[src/rtl/fifo_pkg.sv]
// rtl/fifo_pkg.sv - shared FIFO status type and depth helper
package fifo_pkg;

    typedef struct packed {
        logic full;
        logic empty;
        logic almost_full;
        logic almost_empty;
        logic overflow;
        logic underflow;
    } fifo_status_t;

    function automatic int fifo_clog2(input int value);
        int r;
        int v;
        r = 0;
        v = value - 1;
        while (v > 0) begin
            r = r + 1;
            v = v >> 1;
        end
        return r;
    endfunction

endpackage

[src/rtl/fifo_ram.sv]
// rtl/fifo_ram.sv - simple dual-port array, sync write, comb or registered read
module fifo_ram #(
    parameter int AWIDTH = 4,
    parameter int DWIDTH = 32,
    parameter int REGOUT = 0
) (
    input  logic              clk_i,
    input  logic              rst_i,
    input  logic              we_i,
    input  logic [AWIDTH-1:0] waddr_i,
    input  logic [DWIDTH-1:0] wdata_i,
    input  logic              re_i,
    input  logic [AWIDTH-1:0] raddr_i,
    output logic [DWIDTH-1:0] rdata_o
);

    logic [DWIDTH-1:0] mem_q [0:(1<<AWIDTH)-1];

    always_ff @(posedge clk_i) begin
        if (we_i) begin
            mem_q[waddr_i] <= wdata_i;
        end
    end

    generate
        if (REGOUT != 0) begin : g_reg
            logic [DWIDTH-1:0] rdata_q;
            // Captures the old head even when the same slot is rewritten this edge.
            always_ff @(posedge clk_i) begin
                if (rst_i) begin
                    rdata_q <= '0;
                end else if (re_i) begin
                    rdata_q <= mem_q[raddr_i];
                end
            end
            assign rdata_o = rdata_q;
        end else begin : g_comb
            logic unused_ok;
            assign unused_ok = ^{rst_i, re_i};
            assign rdata_o   = mem_q[raddr_i];
        end
    endgenerate

endmodule

[src/rtl/sync_fifo_lvl.sv]
// rtl/sync_fifo_lvl.sv - single-clock FIFO with level, thresholds, sticky errors, flush
module sync_fifo_lvl
    import fifo_pkg::*;
#(
    parameter int AWIDTH = 4,
    parameter int DWIDTH = 32,
    parameter int FWFT   = 1
) (
    input  logic              clk_i,
    input  logic              rst_i,
    input  logic              flush,
    input  logic              write,
    input  logic              read,
    input  logic [DWIDTH-1:0] in,
    input  logic [AWIDTH:0]   afull_thresh,
    input  logic [AWIDTH:0]   aempty_thresh,
    input  logic              err_clr,
    output logic [DWIDTH-1:0] out,
    output logic              out_valid,
    output logic              full,
    output logic              empty,
    output logic              almost_full,
    output logic              almost_empty,
    output logic [AWIDTH:0]   level,
    output logic              overflow,
    output logic              underflow
);

    localparam int DEPTH = 1 << AWIDTH;
    localparam int PW    = fifo_clog2(DEPTH);
    localparam int LW    = AWIDTH + 1;
    localparam logic [LW-1:0] DEPTH_L = LW'(DEPTH);

    logic [PW-1:0]     wr_ptr_q, wr_ptr_d, rd_ptr_q, rd_ptr_d;
    logic [LW-1:0]     level_q, level_d;
    logic              full_q, full_d, empty_q, empty_d;
    logic              ovf_q, ovf_d, unf_q, unf_d;
    logic              ov_q, ov_d;
    logic              wr_ok, rd_ok, mem_we, mem_re;
    logic [DWIDTH-1:0] ram_rdata;
    fifo_status_t      status;

    always_comb begin
        wr_ptr_d = wr_ptr_q;
        rd_ptr_d = rd_ptr_q;
        level_d  = level_q;
        ovf_d    = ovf_q;
        unf_d    = unf_q;
        ov_d     = 1'b0;
        rd_ok    = read && !empty_q;
        // A read on a full FIFO frees the slot this write lands in.
        wr_ok    = write && (!full_q || read);
        mem_we   = 1'b0;
        mem_re   = 1'b0;
        if (flush) begin
            wr_ptr_d = '0;
            rd_ptr_d = '0;
            level_d  = '0;
            ovf_d    = 1'b0;
            unf_d    = 1'b0;
        end else begin
            mem_we = wr_ok;
            mem_re = rd_ok;
            ov_d   = rd_ok;
            if (wr_ok) wr_ptr_d = wr_ptr_q + PW'(1);
            if (rd_ok) rd_ptr_d = rd_ptr_q + PW'(1);
            if (wr_ok && !rd_ok) level_d = level_q + LW'(1);
            if (rd_ok && !wr_ok) level_d = level_q - LW'(1);
            // A new error event outranks a same-cycle clear.
            if (write && !wr_ok)  ovf_d = 1'b1;
            else if (err_clr)     ovf_d = 1'b0;
            if (read && !rd_ok)   unf_d = 1'b1;
            else if (err_clr)     unf_d = 1'b0;
        end
        full_d  = (level_d == DEPTH_L);
        empty_d = (level_d == '0);
    end

    always_ff @(posedge clk_i) begin
        if (rst_i) begin
            wr_ptr_q <= '0;
            rd_ptr_q <= '0;
            level_q  <= '0;
            full_q   <= 1'b0;
            empty_q  <= 1'b1;
            ovf_q    <= 1'b0;
            unf_q    <= 1'b0;
            ov_q     <= 1'b0;
        end else begin
            wr_ptr_q <= wr_ptr_d;
            rd_ptr_q <= rd_ptr_d;
            level_q  <= level_d;
            full_q   <= full_d;
            empty_q  <= empty_d;
            ovf_q    <= ovf_d;
            unf_q    <= unf_d;
            ov_q     <= ov_d;
        end
    end

    fifo_ram #(
        .AWIDTH (AWIDTH),
        .DWIDTH (DWIDTH),
        .REGOUT ((FWFT == 0) ? 1 : 0)
    ) u_ram (
        .clk_i   (clk_i),
        .rst_i   (rst_i),
        .we_i    (mem_we),
        .waddr_i (wr_ptr_q),
        .wdata_i (in),
        .re_i    (mem_re),
        .raddr_i (rd_ptr_q),
        .rdata_o (ram_rdata)
    );

    assign status = '{
        full:         full_q,
        empty:        empty_q,
        almost_full:  (level_q >= afull_thresh),
        almost_empty: (level_q <= aempty_thresh),
        overflow:     ovf_q,
        underflow:    unf_q
    };

    assign full         = status.full;
    assign empty        = status.empty;
    assign almost_full  = status.almost_full;
    assign almost_empty = status.almost_empty;
    assign overflow     = status.overflow;
    assign underflow    = status.underflow;
    assign level        = level_q;

    // In FWFT mode the head is masked while empty so out reads as zero after reset/flush.
    assign out       = (FWFT != 0) ? (empty_q ? '0 : ram_rdata) : ram_rdata;
    assign out_valid = (FWFT != 0) ? !empty_q : ov_q;

endmodule

[config.mk]
export PLATFORM = sky130hd
export DESIGN_NAME = sync_fifo_lvl
export DESIGN_NICKNAME = d
export VERILOG_FILES = /design/src/rtl/fifo_pkg.sv /design/src/rtl/fifo_ram.sv /design/src/rtl/sync_fifo_lvl.sv
export SDC_FILE = /design/constraint.sdc
export NUM_CORES = 1
export LEC_CHECK = 0
export CELL_PAD_IN_SITES_DETAIL_PLACEMENT = 1
export CELL_PAD_IN_SITES_GLOBAL_PLACEMENT = 2
export CORE_MARGIN = 5
export CORE_UTILIZATION = 48
export CTS_CLUSTER_DIAMETER = 100
export DETAILED_ROUTE_END_ITERATION = 7
export HOLD_SLACK_MARGIN = 0.05
export PLACE_DENSITY = 0.91
export SLEW_MARGIN = 40
export SYNTH_ARGS = -nofsm -noshare
export SYNTH_HDL_FRONTEND = slang
export SYNTH_SLANG_ARGS = --single-unit
[constraint.sdc]
create_clock -name clk_i -period 3 [get_ports clk_i]
set_clock_uncertainty 0.15 [all_clocks]
set_input_delay 0.45 -clock clk_i [delete_from_list [all_inputs] [get_ports clk_i]]
set_output_delay 0.45 -clock clk_i [all_outputs]
set_load 0.1 [all_outputs]
==> impl_results.md, run 1 <==
* Outcome: finished with violations
* Failing checks: negative setup slack
* GPL Wtd Cong at 0.7263
* Register area at 0.01581 mm2
* Yosys warns at 0
* Synth unique cells at 40
* Largest net degree at the start of global routing at 50
* Slew at the pin closest to its max-slew limit at 759.3 ps
* Root buf cell: clkbuf_16
* PD cells at 614.3 mW/mm2
* Wire length on met1 at 19,540 um
* RSZ-0062 raised after global routing: true
* First-pass GRT wire length at 76,580 um
* Setup crit end kind: primary output
* Synth Area in Compound Gates at 0.6894%
* Drt pass-1 iters at 5
* Hold Crit Class: input port to flop
* Post-DP HPWL at 27,240 um
* Final ANT Viol Nets at 0
* Layout area overhead at 22.42%
* Layout cell share with drive strength beyond 1 at 35.89%
* Post-DR vias/cell at 6.001
* Synth Register Bits at 533
* Post-synthesis mux area share at 17.73%
* Total Wirelength at 52,870 um
* FF-to-FF End: u_ram.mem_q[12][1]
* Gr ovfl total at 0
* Vias in the first global route at 10,965
* Pre-CTS setup slack at 15.83 ps
* Width of the die at 217.6 um
* CP startpoint kind: flop
* Sequential share of the synthesized area at 76.35%
* Final worst path period share at 112.3%
* R2r worst-path depth at 5
* Met2 WL post-DR at 28,450 um
* Ports at 92
* Total track usage at 22.45%
* NumNets Final at 1,119
* Antenna violations before repair at 3
* Highest metal used: met5
* Initial drt markers at 1,260
* Input/output buffers at 91
* Static Leakage at 8.001 nW
* CP max FO at 8
* CP Class: flop to primary output
* Area after DPL at 0.02322 mm2
* Cell area after layout at 0.02533 mm2
* Routed met3 length at 3544 um
* CTS tree: yes
* Total number of vias at 10,087
* Reg-to-reg critical path startpoint: full
* # fillers at 3,493
* Gate Count Post-Synth at 898
* Final Non-Filler Cells at 1,681
* Min Tclk post-route at 3369 ps
* Flop2flop setup slack at 510 ps
* Final setup vio count at 32
* Synth Area in Simple Gates at 2.625%
* Xor and xnor fraction of the mapped netlist area at 0.2963%
* TritonCTS sink count at 533
* Final Hold Vio Count at 0
* Number of buffers created by CTS at 51
* Largest family of logic cells by synthesized area: multiplexers
* PnR worst setup slack at -369.4 ps
* Overall power at 15.56 mW
* Hold Buf Count CTS at 0
* CTS H-Tree Depth at 2
* Min Hold Slack at 313.6 ps
* Dpl cells at 1,572
* Fmax at 296.8 MHz
* Core area at 0.04289 mm2
* Initial Util at 48.24%
* Post-Syn Area per Cell at 23.04 um2
* Crit path arrival time at 2770 ps
* DIE HEIGHT at 217.6 um
* Clock-pin slew on the worst setup and hold paths at 70 ps
* Post-Synthesis Cell Area at 0.02069 mm2
* Clk Latency, worst-skew pair at 590 ps
* Max-Cap Viols at 0
* Final Max Slew Viols at 0
* Crit path capture: out[2]
* Post-synthesis adder-cell area fraction at 1.028%
* Die area at 0.04735 mm2
* Residual DRC at 0
* Worst slew margin at 48.67%
* Footprint of the multi-input gates at 0.004740 mm2
* Mean routed wirelength per cell at 31.45 um
* Rows at 76
* Post-Syn Nets at 963
* Max VDD drop at 0.0004895 V
* CTS Buffer Depth at 3
* Worst path required time at 2400 ps
logic make-up (layout without fill, tap and decap cells):
logic type	after synthesis	after routing
AOI/OAI and AO/OA	20	20
xor gates and xnor gates	7	7
adders and majority gates	17	17
buffers and inverters	60	257
DFF	533	533
muxes	166	166
other	0	1
and+or+nand+nor	95	95
through the flow:
step | utilization [%] | setup TNS (ps)
after detailed placement | 54.15 | 0
final | 59.06 | -10190
after CTS | 58.82 | -10030
after global routing | 59.06 | -12020
after floorplan | - | -194.6
after global placement | 54.15 | 0
power breakdown:
group          leakage [nW]  switching [mW]  internal [mW]
sequential             4.79          0.0158           8.18
combinational          2.39           0.462          0.310
clock                 0.827            2.79           3.80
layer usage:
layer	track usage, %	up-vias
li1	-	4091
met1	28.76	5402
met2	39.56	501
met3	4.234	89
met4	6.425	4
met5	0	-
critical path: stages, from the launching register on:
cell and delay (ps):
dfxtp_4 390, buf_12 190, buf_16 160, mux4_2 540, mux4_2 530, and2_4 200, buf_12 160
cells in the final DEF, fill, tap and decap left out, types with 3 or more instances in the layout:
cell,netlist,layout
edfxtp_1,512,512
mux4_2,160,160
buf_12,0,65
clkbuf_16,0,56
clkdlybuf4s50_1,0,47
and2_4,0,31
nor2_1,19,19
buf_4,2,19
ha_1,17,17
clkinv_1,0,17
inv_1,17,16
dfxtp_1,21,15
and2_2,0,12
clkinv_2,0,10
buf_16,0,10
bufinv_16,0,7
and2_1,47,4
nand2_1,4,4
and3_2,0,4
a21o_1,4,4
nand3_1,4,4
nor2b_1,4,4
o21a_1,4,4
mux2_2,4,4
xor2_1,4,4
a21oi_1,4,4
clkbuf_1,15,4
xnor2_1,3,3
dfxtp_4,0,3
dfxtp_2,0,3
flip-flops by register name, summed over array words and instances, names as in the netlist, named ones only:
| register | flops |
|---|---|
| empty | 1 |
| full | 1 |
| level | 5 |
| overflow | 1 |
| rd_ptr_q | 4 |
| u_ram.mem_q | 512 |
| underflow | 1 |
| wr_ptr_q | 4 |
how the worst min path moves through the flow:
stage | start | end | slack, ps | cells past startpoint
floorplan | wr_ptr_q[1] | wr_ptr_q[1] | 330 | 2
global placement | overflow | overflow | 320 | 2
detailed placement | underflow | underflow | 340 | 2
CTS | rst_i | empty | 300 | 3
global route | rst_i | empty | 370 | 3
finish | rst_i | empty | 310 | 3
cells in the mapped netlist:
master | instances | area share [%]
o41ai_1 | 1 | 0.042
xor2_1 | 4 | 0.17
a221oi_1 | 1 | 0.042
nor2b_1 | 4 | 0.12
a22oi_1 | 1 | 0.036
mux2_2 | 4 | 0.22
o22ai_1 | 1 | 0.030
or3_1 | 1 | 0.030
dfxtp_1 | 21 | 2.0
edfxtp_1 | 512 | 74
nor4b_1 | 2 | 0.085
buf_4 | 2 | 0.073
nand4_1 | 1 | 0.030
or2_2 | 2 | 0.060
o21a_1 | 4 | 0.15
a2bb2oi_1 | 1 | 0.042
clkbuf_2 | 2 | 0.048
a21o_1 | 4 | 0.15
o21ai_0 | 1 | 0.024
mux4_2 | 160 | 17
xnor2_1 | 3 | 0.13
mux2i_1 | 2 | 0.097
and3_1 | 5 | 0.15
nor4bb_1 | 1 | 0.048
nand3_1 | 4 | 0.097
and4b_1 | 1 | 0.048
clkbuf_1 | 15 | 0.27
and2_1 | 47 | 1.4
buf_2 | 12 | 0.29
nand2b_1 | 2 | 0.060
inv_1 | 17 | 0.31
buf_6 | 2 | 0.11
a41oi_1 | 2 | 0.085
nor4_1 | 1 | 0.030
ha_1 | 17 | 1.0
nor2_1 | 19 | 0.34
nand2_1 | 4 | 0.073
nor3_1 | 1 | 0.024
a21oi_1 | 4 | 0.097
buf_1 | 10 | 0.18
final cells by class:
type	count	area share, %
antenna	1	0.009880
clock buffer	57	5.296
clock inverter	37	1.373
inverter	17	0.2519
multi-input combinational	305	18.71
sequential	533	62.42
tap	585	2.890
timing repair buffer	146	9.045
what timing repair did:
item	4_1_cts	5_1_grt
cloned	4	3
gates resized for setup	40	12
endpoints found under the hold margin	0	0
endpoints found under the setup margin	33	34
setup buffers	6	2
No activity file was read; power rests on OpenSTA's default activity.
==> inputs of run 2 (changes only) <==
Settings changed: REMOVE_ABC_BUFFERS from default to 1.
==> impl_results.md, run 2 (synthesis results as in run 1) <==
* Worst path cell trace: buf_12 > buf_8 > buf_6 > mux4_2 > mux4_2 > and2_4 > buf_12
* Gr ovfl total at 0 (unchanged)
* CP Class: flop to primary output
* Overall power at 15.70 mW (+0.90%)
* Width of the die at 217.6 um (unchanged)
* Comb pwr share at 4.9% (about the same)
* Worst path required time at 2400 ps (about the same)
* NumNets Final at 1,141 (+2.0%)
* Clock-pin slew on the worst setup and hold paths at 70 ps (about the same)
* Worst path slowest cell: mux4_2
* Rows at 76 (unchanged)
* DIE HEIGHT at 217.6 um (unchanged)
* Final ANT Viol Nets at 0 (unchanged)
* Vias in the first global route at 11,187 (+2.0%)
* Total number of vias at 10,265 (+1.8%)
* Hold EP: empty
* Clk Latency, worst-skew pair at 590 ps (about the same)
* Worst slew margin at 45.79% (-2.9 points)
* Flop2flop setup slack at 660 ps (+150 ps)
* Layout area overhead at 23.16%
* Hold Crit Class: input port to flop
* Area after DPL at 0.02330 mm2 (+0.31%)
* Antenna violations before repair at 1 (-2)
* Largest net degree at the start of global routing at 50 (unchanged)
* Switching Share at 21.04% (+0.070 points)
* Max-Cap Viols at 0 (unchanged)
* Input/output buffers at 91 (unchanged)
* Critical path's top delay family: multiplexers
* N_diodes at 0 (-1)
* Layout cell share with drive strength beyond 1 at 37.69% (+1.8 points)
* Total Wirelength at 52,810 um (-0.12%)
* CTS H-Tree Depth at 2 (unchanged)
* First-pass GRT wire length at 77,890 um (+1.7%)
* Seq pwr share at 52.2% (-0.5 points)
* Dpl cells at 1,587 (+0.95%)
* Residual DRC at 0 (unchanged)
* Max VDD drop at 0.0003702 V (-24%)
* Clock Power Share at 42.9% (+0.6 points)
* Core area at 0.04289 mm2 (unchanged)
* Root buf cell: clkbuf_16
* Final Max Slew Viols at 0 (unchanged)
* Failing checks: negative setup slack
* FF-to-FF End: u_ram.mem_q[2][0]
* Setup crit end kind: primary output
* Most frequent cells in the layout: 512 x edfxtp_1, 160 x mux4_2, 66 x buf_12
* Hold Buf Count CTS at 0 (unchanged)
* Post-DP HPWL at 27,830 um (+2.1%)
* Final setup vio count at 32 (unchanged)
* Final worst path period share at 111.9% (-0.40 points)
* Cell area after layout at 0.02548 mm2 (+0.60%)
* Commonest non-fill, non-tap cell in the layout: edfxtp_1
* Max reg flops at 512 (unchanged)
* Post-DR vias/cell at 6.031 (+0.51%)
* Final Non-Filler Cells at 1,702 (+1.2%)
* Internal at 12.40 mW (+0.81%)
* CP max FO at 9 (+1)
* Outcome: finished with violations
* Reg-to-reg critical path startpoint: full
* Final Hold Vio Count at 0 (unchanged)
* Min Hold Slack at 291.9 ps (-21.68 ps)
* PD cells at 616.2 mW/mm2 (+0.30%)
* Slew at the pin closest to its max-slew limit at 805.7 ps (+46.42 ps)
* Static Leakage at 8.110 nW (+1.4%)
* WP buf/inv at 4 (+1)
* CTS tree: yes
* CTS Buffer Depth at 3 (unchanged)
* Ports at 92 (unchanged)
* Hold Crit Start: rst_i
* Mean routed wirelength per cell at 31.03 um (-1.3%)
* GPL Wtd Cong at 0.7187 (-1.0%)
* Drt pass-1 iters at 5 (unchanged)
* R2r worst-path depth at 5 (unchanged)
* Psw at 3.303 mW (+1.2%)
* TritonCTS sink count at 533 (unchanged)
* Top reg by flops: u_ram.mem_q
* Fmax at 297.9 MHz (+0.36%)
* Hold depth at 3 (unchanged)
* Initial Util at 48.24% (unchanged)
* RSZ-0062 raised after global routing: true
* CP startpoint kind: flop
* Die area at 0.04735 mm2 (unchanged)
* Total track usage at 22.72% (+0.27 points)
* PnR worst setup slack at -357.3 ps (+12.08 ps)
* Initial drt markers at 1,109 (-12%)
* Min Tclk post-route at 3357 ps (-12.08 ps)
* Crit path arrival time at 2760 ps (about the same)
* Number of buffers created by CTS at 53 (+3.9%)
* Critical Path Max Stage Delay at 510 ps (-30 ps)
## run 2: cell count changes in the layout (fill, tap and decap cells not counted), moves of 3 or more
cell	change
clkinv_2	-3
clkbuf_1	+6
clkinv_1	-10
buf_6	+4
buf_4	+19
## run 2: final cells by class
cell class | count | area [um2]
Clock buffer | 66 | 1428
Clock inverter | 30 | 326.6
Fill cell | 3500 | 17410
Inverter | 17 | 63.81
Multi-Input combinational cell | 305 | 4735
Sequential cell | 533 | 15810
Tap cell | 585 | 732.0
Timing Repair Buffer | 166 | 2384
## run 2: worst reg2reg max path, stage by stage (launching register included)
cell and delay (ps):
dfxtp_1 330, nand2b_1 100, nand2_1 180, nor4_1 660, and2_2 330, buf_4 270
## run 2: timing repair
action | in CTS | in global routing
pin swaps | 0 | 0
setup buffers | 12 | 2
resized for setup | 56 | 4
setup endpoints to repair | 34 | 34
gates cloned | 7 | 0
## run 2: worst max path at each step
stage	from	to	slack (ps)	cells after the start
final	flop	out[30]	-360	7
after global routing	flop	out[30]	-430	7
after CTS	flop	out[16]	-430	7
after detailed placement	aempty_thresh[1]	almost_empty	30	9
after global placement	aempty_thresh[1]	almost_empty	90	9
after floorplan	flop	out[0]	-4500	3
## run 2: through the flow
stage	utilization, %	setup slack (ps)	setup TNS (ps)
detailed placement	54.32	32.08	0
floorplan	-	-4503	-145450
global placement	54.32	91.38	0
global route	59.41	-429.0	-12560
CTS	59.45	-428.0	-11640
finish	59.41	-357.3	-10050
## run 2: power groups by stage
stage	Sequential [mW]	Combinational, mW	Clock, mW
after detailed placement	8.36	0.719	0
after global placement	8.35	0.691	0
after global routing	8.20	0.809	7.24
final	8.20	0.771	6.73
after CTS	8.20	0.772	6.81
after floorplan	8.40	0.341	0
## run 2: per-layer routing
metal  routed length, um  share of wire [%]  global-route usage, %
met1               19920                 38                  29.23
met2               27860                 53                  39.29
met3                3576                6.8                  5.137
met4                1445                2.7                  6.446
met5                  13              0.025                      0
